`src/rtl/dance_pkg.sv`:
```
// Shared types and helpers for the dance-game judging core.
package dance_pkg;

  typedef enum logic [1:0] {
    IDLE  = 2'd0,
    ARMED = 2'd1,
    JUDGE = 2'd2,
    DONE  = 2'd3
  } state_t;

  // Increment that sticks at the all-ones value of a width-bit counter.
  function automatic logic [31:0] sat_inc(input logic [31:0] value, input int unsigned width);
    logic [31:0] max_val;
    max_val = (width >= 32) ? 32'hFFFF_FFFF : ((32'd1 << width) - 32'd1);
    return (value >= max_val) ? value : value + 32'd1;
  endfunction

endpackage

```
`src/rtl/dance_lane_judge.sv`:
```
// One player's judging slice: press edge detect, hit mask and the
// saturating hit / miss / error-press counters.
module dance_lane_judge
  import dance_pkg::*;
#(
  parameter int NUM_LANES = 4,
  parameter int CNT_W     = 16
) (
  input  logic                 clk,
  input  logic                 rst,
  input  logic                 judge,
  input  logic                 close,
  input  logic                 load,
  input  logic [NUM_LANES-1:0] window,
  input  logic [NUM_LANES-1:0] btn,
  output logic [CNT_W-1:0]     hits,
  output logic [CNT_W-1:0]     misses,
  output logic [CNT_W-1:0]     errorpress
);

  logic [NUM_LANES-1:0] btn_q;
  logic [NUM_LANES-1:0] hit_mask;
  logic [NUM_LANES-1:0] press;
  logic [NUM_LANES-1:0] legal;
  logic [NUM_LANES-1:0] eff_mask;
  logic                 bad;

  // eff_mask folds in this cycle's legal presses so a press on the closing
  // beat still counts toward the outgoing window.
  always_comb begin
    press    = btn & ~btn_q;
    legal    = press & window & ~hit_mask;
    bad      = |(press & ~legal);
    eff_mask = hit_mask | legal;
  end

  always_ff @(posedge clk) begin
    if (rst) begin
      btn_q      <= '1;
      hit_mask   <= '0;
      hits       <= '0;
      misses     <= '0;
      errorpress <= '0;
    end else begin
      btn_q <= btn;
      if (load) begin
        hit_mask <= '0;
      end else if (judge) begin
        hit_mask <= eff_mask;
      end
      if (judge && bad) begin
        errorpress <= CNT_W'(sat_inc(32'(errorpress), CNT_W));
      end
      // eff_mask is always a subset of window, so inequality means an unhit lane.
      if (close && (window != '0)) begin
        if (eff_mask == window) begin
          hits <= CNT_W'(sat_inc(32'(hits), CNT_W));
        end else begin
          misses <= CNT_W'(sat_inc(32'(misses), CNT_W));
        end
      end
    end
  end

endmodule

```
`src/rtl/dance_judge_multi.sv`:
```
// Multi-player judging core: game FSM, arrow window and beat counter,
// with one dance_lane_judge slice per player.
module dance_judge_multi
  import dance_pkg::*;
#(
  parameter int          NUM_PLAYERS = 2,
  parameter int          NUM_LANES   = 4,
  parameter int          CNT_W       = 16,
  parameter int unsigned MAX_BEATS   = 64
) (
  input  logic                             clk,
  input  logic                             rst,
  input  logic                             enable,
  input  logic                             beat,
  input  logic [NUM_LANES-1:0]             target,
  input  logic [NUM_PLAYERS*NUM_LANES-1:0] btn,
  output logic [NUM_PLAYERS*CNT_W-1:0]     hits,
  output logic [NUM_PLAYERS*CNT_W-1:0]     misses,
  output logic [NUM_PLAYERS*CNT_W-1:0]     errorpress,
  output logic [1:0]                       state,
  output logic                             game_over
);

  state_t               state_q;
  logic [NUM_LANES-1:0] window;
  logic [CNT_W-1:0]     beat_cnt;
  logic                 judge;
  logic                 close;
  logic                 last_beat;
  logic                 load;

  assign judge     = enable && (state_q == JUDGE);
  assign close     = judge && beat;
  assign last_beat = (MAX_BEATS != 0) && (32'(beat_cnt) == MAX_BEATS);
  assign load      = enable && beat &&
                     ((state_q == ARMED) || ((state_q == JUDGE) && !last_beat));
  assign state     = state_q;

  always_ff @(posedge clk) begin
    if (rst) begin
      state_q   <= IDLE;
      game_over <= 1'b0;
      window    <= '0;
      beat_cnt  <= '0;
    end else begin
      case (state_q)
        IDLE: begin
          if (enable) state_q <= ARMED;
        end
        ARMED: begin
          if (!enable) begin
            state_q <= IDLE;
          end else if (beat) begin
            state_q  <= JUDGE;
            window   <= target;
            beat_cnt <= CNT_W'(1);
          end
        end
        JUDGE: begin
          // Dropping enable abandons the open window without scoring it.
          if (!enable) begin
            state_q <= IDLE;
            window  <= '0;
          end else if (beat) begin
            if (last_beat) begin
              state_q   <= DONE;
              game_over <= 1'b1;
            end else begin
              window   <= target;
              beat_cnt <= CNT_W'(sat_inc(32'(beat_cnt), CNT_W));
            end
          end
        end
        DONE: begin
          if (!enable) begin
            state_q   <= IDLE;
            game_over <= 1'b0;
          end
        end
        default: state_q <= IDLE;
      endcase
    end
  end

  for (genvar p = 0; p < NUM_PLAYERS; p++) begin : g_player
    dance_lane_judge #(
      .NUM_LANES (NUM_LANES),
      .CNT_W     (CNT_W)
    ) u_judge (
      .clk        (clk),
      .rst        (rst),
      .judge      (judge),
      .close      (close),
      .load       (load),
      .window     (window),
      .btn        (btn[p*NUM_LANES +: NUM_LANES]),
      .hits       (hits[p*CNT_W +: CNT_W]),
      .misses     (misses[p*CNT_W +: CNT_W]),
      .errorpress (errorpress[p*CNT_W +: CNT_W])
    );
  end

endmodule

```
`config.mk`:
```
export PLATFORM = sky130hd
export DESIGN_NAME = dance_judge_multi
export DESIGN_NICKNAME = d
export VERILOG_FILES = /design/src/rtl/dance_pkg.sv /design/src/rtl/dance_lane_judge.sv /design/src/rtl/dance_judge_multi.sv
export SDC_FILE = /design/constraint.sdc
export NUM_CORES = 1
export LEC_CHECK = 0
export ABC_CLOCK_PERIOD_IN_PS = 6080
export CAP_MARGIN = 20
export CORE_MARGIN = 3
export CORE_UTILIZATION = 45
export DETAILED_ROUTE_END_ITERATION = 8
export PLACE_DENSITY = 0.69
export SYNTH_ARGS = -nofsm -noshare
export SYNTH_HDL_FRONTEND = slang
export SYNTH_SLANG_ARGS = --single-unit
```
`constraint.sdc`:
```
create_clock -name clk -period 6.08 [get_ports clk]
set_input_delay 1.216 -clock clk [delete_from_list [all_inputs] [get_ports clk]]
set_output_delay 1.216 -clock clk [all_outputs]
set_load 0.005 [all_outputs]
```
Word-level counts from Yosys, hierarchy flattened. Cells that the tools add are included.

$add $sub $neg: 7. Multiply operators: 0. Div/mod/pow operators: 0. $lt $le $gt $ge: 7. Equal/unequal tests: 19. Shift-type cells: 0. Multiplexer cells: 26. Bitwise operators: 24. Reduce and logical (&&, ||, !) cells: 27.

Operator list (count): 16-bit by 1-bit adder with 16-bit output, second input constant (7); 16-bit greater-or-equal comparator, second input constant (7); 16-bit two-way mux (6); 4-bit AND (8); 16-bit case mux with 2 select lines (1); 4-bit NOT (6); 4-bit two-way mux (5); 2-bit inequality test, second input constant (9); 16-bit by 7-bit equality test with 1-bit output, second input constant (1); 5-bit AND reduction (3); 2-bit two-way mux (7); 3-bit inequality test, second input constant (4); 3-bit AND reduction (4); 4-bit equality test (2); 1-bit logical AND (8); 1-bit NOT (8); 4-bit OR (2); 2-bit case mux with 4 select lines (1); 4-bit case mux with 2 select lines (1); 4-bit OR reduction (2); 7-bit AND reduction (1); 2-bit equality test, second input constant (2); 1-bit two-way mux (4); 2-bit AND reduction (2); other kinds (8) (9).

Bits in registers: 135. Latch bits: 0. Memory bits (writable): 0. Bits in read-only memories: 0. Output and inout bits: 99. Word-level logic and storage cells: 124. Memories kept: 0.

Logic depth before layout (Yosys ltp). Gate-level depths: netlist of run 1.

Depth in word-level cells: 9. Gate-level depth with buffers: 9. Depth with buffers taken out: 7.

By module. A second synthesis of run 1 with hierarchy kept.

Cells, all modules: 810. Area, all modules: 6812.8 um2.

By module, submodules not included: dance_lane_judge at g_player[0].u_judge (times used 1, cells each 346, area each 2901.5 um2); dance_lane_judge at g_player[1].u_judge (times used 1, cells each 306, area each 2618.8 um2); dance_judge_multi (times used 1, cells each 158, area each 1292.5 um2).

Worst setup path before layout of run 1. Ideal clock, no wire load.

Path kind: input-to-reg. From: input enable. To: register g_player[1].u_judge.hits[7]. Library setup time: 0.123 ns. Data arrival time: 3.072 ns. Slack: 2.884 ns. Stages: 8. Buffers on the path: 3. Cells stage by stage: buf_4 -> and4b_1 -> nand2b_2 -> or4_1 -> buf_2 -> buf_2 -> nor4_1 -> mux2_1.

Word-level cells in the longest chain between the ends: 4.

RTL lines: start: declaration (RTL line dance_judge_multi.sv:13) `input logic enable,`; 1-bit logical AND (RTL line dance_judge_multi.sv:32) `assign judge = enable && (state_q == JUDGE);`; 1-bit logical AND (RTL line dance_judge_multi.sv:33) `assign close = judge && beat;`; 1-bit logical AND (RTL line dance_lane_judge.sv:55) `if (close && (window != '0)) begin`; 3-bit AND reduction (no source line); end signal: assignment (RTL line dance_lane_judge.sv:57) `hits <= CNT_W'(sat_inc(32'(hits), CNT_W));`; end: declaration (RTL line dance_lane_judge.sv:16) `output logic [CNT_W-1:0] hits,`.

No other way between the ends. A chain may end at the register's enable or synchronous reset.

Final worst setup path of run 1.
From: input enable. To: register g_player[1].u_judge.hits[9].

The elaborated chain is that of the path after synthesis.

==> results_dict.tcl, run 1 <==
set metrics [dict create \
    seq_area_frac_synth 0.3791 \
    die_w_um 131.9 \
    cp-start-kind "primary input" \
    finalSetupViolCount 0 \
    cp.required_ns 6.38 \
    fmaxAchievable_mhz 266.0 \
    fin_nets 985 \
    status "complete, no violations" \
    drv_cap 0 \
    p_comb_frac 0.034 \
    drive_above_1_share 0.09138 \
    drc_errors 0 \
    multi_input_area_mm2 0.004135 \
    area_growth_pct 26.94 \
    clock_path_buffers 2 \
    yosys.area.top_type_share 0.3791 \
    rsz0062_at_grt "false" \
    ctsResizeCount 0 \
    crit_family "simple AND/OR/NAND/NOR gates" \
    die_h_um 131.9 \
    use_met3 0.05000 \
    slowest_stage "or4_1" \
    ioPinCount 115 \
    drtIter0Drc 544 \
    final_antenna_net_count 0 \
    synth_common_cells "dfxtp_1 (135), a21oi_1 (79), nor2_1 (57)" \
    clkTransAtPathRegs_ns 0.06 \
    h-tree-depth 4 \
    dr.pass1.iters 5 \
    worstSkewPairLatency_ns 0.41 \
    met2_usage 0.3310 \
    postCtsHoldBufs 0 \
    antenna_found_initial 0 \
    drt-vias-per-instance 5.954 \
    synthCells 866 \
    critPathBufInv 1 \
    async_flop_share 0 \
    ys_types 56 \
    synth-edff-count 0 \
    max_stage_delay_ns 0.93 \
    fin_tns_setup_ns 0 \
    regArea_mm2 0.002703 \
    avgSynthCellArea_um2 8.232 \
    ff2ff_setup_slack_ns 3.32 \
    die_area_mm2 0.01739 \
    ys.flop_type "dfxtp_1" \
    slew_headroom 0.3733 \
    cts_buffers 17 \
    p_seq_frac 0.430 \
    numClockSinks 135 \
    grt_pass1_vias 6376 \
    dr_total_vias 7055 \
    core.rowCount 45 \
    grtUsageMet1 0.2834 \
    min_path_type "reg -> reg" \
    cts_tree "built" \
    slew_violations 0 \
    end_kind "flip-flop" \
    grt_max_degree 89 \
    yosys-top-cells-area "dfxtp_1 (38%), a21oi_1 (5.5%), o31ai_1 (4.8%)" \
    core_area_mm2 0.01537 \
    hold_viol 0 \
    fin_hold_ws_ns 0.4710 \
    syn-num-nets 890 \
    synth_area_leader_cell "dfxtp_1" \
    start_util 0.4638 \
    n_antenna_cell 0 \
    ys_warn_count 0 \
    p_clk_frac 0.535 \
    busiest_layer "met2" \
    tightest_slew_ns 0.9400 \
    io_buffers 114 \
    wl_per_cell_um 15.53 \
    crit_path_max_fanout 27 \
    cts_root_buffer "clkbuf_16" \
    post-route-period-util 0.6184 \
    path_cells "clkdlybuf4s50_1 -> and4b_1 -> nand2b_2 -> or4_1 -> nor4b_1 -> mux2_1" \
    final_util 0.5888 \
    crit_arrival_ns 4.06 \
    grt_pass1_wl_um 31040 \
    grt_usage 0.2087 \
    grt_overflow 0 \
    period_minus_slack_ns 3.760 \
    swShare 0.2112 \
    drt_wl_total_um 18410 \
    fill_cells 1421 \
    switchingPower_uw 438.3 \
    syn_area_mm2 0.007129 \
    ys_ff_latch 135 \
    yosys.cell_count.top_type "dfxtp_1" \
    gp_congestion 0.8729 \
    dp_hpwl_um 12420 \
    ir_worst_vdd_v 0.0001896 \
    cts_setup_buffers 0 \
    crit_type "in -> reg" \
    power_density_mw_per_mm2 229.4 \
    skew_ns 0.008349 \
    p_int_mw 1.637 \
    p_leak_nw 2.830 \
]
cells in the final DEF (no fill, tap or decap), drive strengths merged, types with 15 or more instances in the layout:
cell type,instances
a21oi,79
and3,15
clkbuf,19
clkdlybuf4s50,113
dfxtp,135
inv,25
mux2,27
nand2,48
nand2b,19
nand3,55
nand4,20
nor2,57
nor2b,37
nor3,21
nor4,32
o21ai,25
o31ai,46
or4,47
per-stage QoR:
| stage | setup slack, ns | std cells | power, mW | instance area, um2 |
|---|---|---|---|---|
| 3_3_place_gp | 1.945 | 1151 | 0.9821 | 8402 |
| 4_1_cts | 2.351 | 1183 | 2.096 | 9037 |
| 2_1_floorplan | 2.884 | 866 | 0.9559 | 7129 |
| 3_5_place_dp | 1.916 | 1151 | 0.9831 | 8402 |
| 6_report | 2.320 | 1185 | 2.076 | 9050 |
| 5_1_grt | 2.163 | 1185 | 2.139 | 9050 |
worst register-to-register path, stage by stage (launching register included):
cell and delay [ns]:
dfxtp_1 0.45, nand2b_1 0.39, nor3_1 0.68, nand3_1 0.36
nor4b_1 0.39, mux2_2 0.37
worst paths after layout:
check / from / end / cells after the start
worst min-delay path: g_player[1].u_judge.hit_mask[3] / g_player[1].u_judge.hit_mask[3] / 2
worst max register to register: state[1] / g_player[0].u_judge.misses[15] / 5
worst min register to register: g_player[1].u_judge.hit_mask[3] / g_player[1].u_judge.hit_mask[3] / 2
worst max-delay path: enable / g_player[1].u_judge.hits[9] / 6
registers in the layout, summed over array words and instances (netlist names):
signal and count:
state 2, g_player.u_judge.hit_mask 8, g_player.u_judge.errorpress 32, window 4
game_over 1, g_player.u_judge.misses 32, g_player.u_judge.btn_q 8, beat_cnt 16
g_player.u_judge.hits 32
layer usage:
metal  vias to the layer above  wire length, um
li1                       3534                -
met1                      3324             8827
met2                       174             8346
met3                        23              923
met4                         0              310
met5                         -                0
cells by family after synthesis:
| group | Yosys count | share of synthesized area |
|---|---|---|
| AO/OA/AOI/OAI | 222 | 0.2024 |
| adder cells (fa/ha/maj) | 8 | 0.01404 |
| buffers and inverters | 74 | 0.04230 |
| flip-flops | 135 | 0.3791 |
| multiplexers | 27 | 0.04265 |
| AND/OR/NAND/NOR | 400 | 0.3196 |
power groups by stage:
stage | Sequential (mW) | Combinational [mW] | Clock, mW
3_3_place_gp | 0.913 | 0.0696 | 0
4_1_cts | 0.893 | 0.0706 | 1.13
2_1_floorplan | 0.911 | 0.0445 | 0
3_5_place_dp | 0.913 | 0.0704 | 0
5_1_grt | 0.894 | 0.0780 | 1.17
6_report | 0.893 | 0.0709 | 1.11
area by class of cell:
cell class | instances | area share
Multi-Input combinational cell | 657 | 0.4569
Sequential cell | 135 | 0.2986
Timing Repair Buffer | 125 | 0.1347
Clock buffer | 18 | 0.04742
Tap cell | 211 | 0.02917
Clock inverter | 14 | 0.02281
Inverter | 25 | 0.01037
(Power assumes the default switching activity.)
==> run 2: changes to the inputs <==
--- a/config.mk
+++ b/config.mk
@@ -5,7 +5,7 @@
 export SDC_FILE = /design/constraint.sdc
 export NUM_CORES = 1
 export LEC_CHECK = 0
-export ABC_CLOCK_PERIOD_IN_PS = 6080
+export ABC_CLOCK_PERIOD_IN_PS = 3600
 export CAP_MARGIN = 20
 export CORE_MARGIN = 3
 export CORE_UTILIZATION = 45
==> constraint.sdc (replaced) <==
create_clock -name clk -period 3.6 [get_ports clk]
set_input_delay 0.72 -clock clk [delete_from_list [all_inputs] [get_ports clk]]
set_output_delay 0.72 -clock clk [all_outputs]
set_load 0.005 [all_outputs]
==> results_dict.tcl, run 2 (synthesized netlist as in run 1, its figures left out) <==
set metrics [dict create \
    dr_total_vias 7069 \
    n_antenna_cell 0 \
    clkTransAtPathRegs_ns 0.05 \
    critPathBufInv 2 \
    tightest_slew_ns 0.8120 \
    fin_tns_setup_ns 0 \
    grt_pass1_vias 6195 \
    power_mw 3.209 \
    clock_path_buffers 2 \
    cp.required_ns 3.91 \
    hold_depth 2 \
    path_cells "clkdlybuf4s50_1 -> nor2b_1 -> o22ai_1 -> or4_1 -> buf_4 -> nor4_1 -> mux2_1" \
    crit_cells 7 \
    final_antenna_net_count 0 \
    core.rowCount 45 \
    worstSkewPairLatency_ns 0.42 \
    start_util 0.4638 \
    io_buffers 114 \
    final_common_cell "dfxtp_1" \
    power_density_mw_per_mm2 356.0 \
    drtIter0Drc 496 \
    fmaxAchievable_mhz 359.8 \
    post-route-period-util 0.7721 \
    grt_overflow 0 \
    slew_violations 0 \
    crit_path_max_fanout 27 \
    slowest_stage "clkdlybuf4s50_1" \
    min_path_type "reg -> reg" \
    rsz0062_at_grt "false" \
    reg2reg_from "beat_cnt[0]" \
    dp_hpwl_um 12740 \
    crit_type "in -> reg" \
    p_leak_nw 2.834 \
    ioPinCount 115 \
    finalSetupViolCount 0 \
    cts_root_buffer "clkbuf_16" \
    ctsResizeCount 0 \
    drc_errors 0 \
    die_w_um 131.9 \
    end_kind "flip-flop" \
    layout_common_cells "dfxtp_1 (135), clkdlybuf4s50_1 (113), a21oi_1 (79), nor2_1 (57), nand3_1 (55)" \
    status "complete, no violations" \
    wl_per_cell_um 15.57 \
    antenna_found_initial 0 \
    ir_worst_vdd_v 0.0003226 \
    hold_viol 0 \
    max_stage_delay_ns 0.51 \
    area_growth_pct 26.43 \
    grt_max_degree 52 \
    die_area_mm2 0.01739 \
    die_h_um 131.9 \
    skew_ns 0.007928 \
    crit_arrival_ns 3.09 \
    top_regs "g_player.u_judge.errorpress (32), g_player.u_judge.hits (32), g_player.u_judge.misses (32)" \
    slew_headroom 0.4501 \
    cts_buffers 17 \
    fin_nets 995 \
    drt-vias-per-instance 5.930 \
    numClockSinks 135 \
    cts_tree "built" \
    period_minus_slack_ns 2.779 \
    cp-start-kind "primary input" \
    grt_pass1_wl_um 31220 \
    drv_cap 0 \
    startpoint "btn[6]" \
    h-tree-depth 4 \
    core_area_mm2 0.01537 \
    cts_setup_buffers 0 \
    dr.pass1.iters 5 \
    hp-start "g_player[0].u_judge.hit_mask[0]" \
    grt_usage 0.2097 \
    postCtsHoldBufs 0 \
    rr_worst_depth 7 \
    crit_family "simple AND/OR/NAND/NOR gates" \
    drive_above_1_share 0.09378 \
    gp_congestion 0.8987 \
    drt_wl_total_um 18560 \
]
==> run 2: stage by stage <==
step	area [um2]	util	hold slack, ns	worst slack, ns	instances
after CTS	9014	0.5864	0.4764	0.8045	1192
final	9014	0.5864	0.4747	0.8206	1192
after detailed placement	8492	0.5525	0.4650	0.3734	1163
after global routing	9014	0.5864	0.5179	0.5825	1192
after floorplan	7129	-	0.4410	0.9003	866
after global placement	8492	0.5525	0.4592	0.4229	1163
==> run 2: power by group <==
part           total, mW  internal (mW)  switching, mW
clock network       1.57          0.968          0.607
logic              0.124         0.0451         0.0792
registers           1.51           1.50        0.00704
total               3.21           2.52          0.693
==> run 2: cell type report <==
type                            instances  area, um2
Clock buffer                           24      471.7
Clock inverter                          5      50.05
Fill cell                            1385       6357
Timing Repair Buffer                  135       1296
Inverter                               25      93.84
Sequential cell                       135       2703
Tap cell                              211      264.0
Multi-Input combinational cell        657       4135
==> run 2: layer usage <==
layer / up-vias / GRT usage / part of all wire
met2: 171 / 0.3307 / 0.46
met1: 3333 / 0.2902 / 0.48
met3: 17 / 0.04580 / 0.050
li1: 3548 / - / -
met4: 0 / 0.05893 / 0.013
met5: - / 0 / 0
==> run 2: tightest hold or removal path: cells and delay by family, from the launching register on <==
family	cells	cell delay, ns
flops	1	0.30
buf+inv	1	0.06
compound gates	1	0.06
==> run 2: path summary, 6_finish.rpt <==
kind         slack [ns]                         endpoint
max                0.82     g_player[1].u_judge.hits[11]
min                0.47  g_player[0].u_judge.hit_mask[0]
max reg2reg        1.04                      beat_cnt[9]
min reg2reg        0.47  g_player[0].u_judge.hit_mask[0]
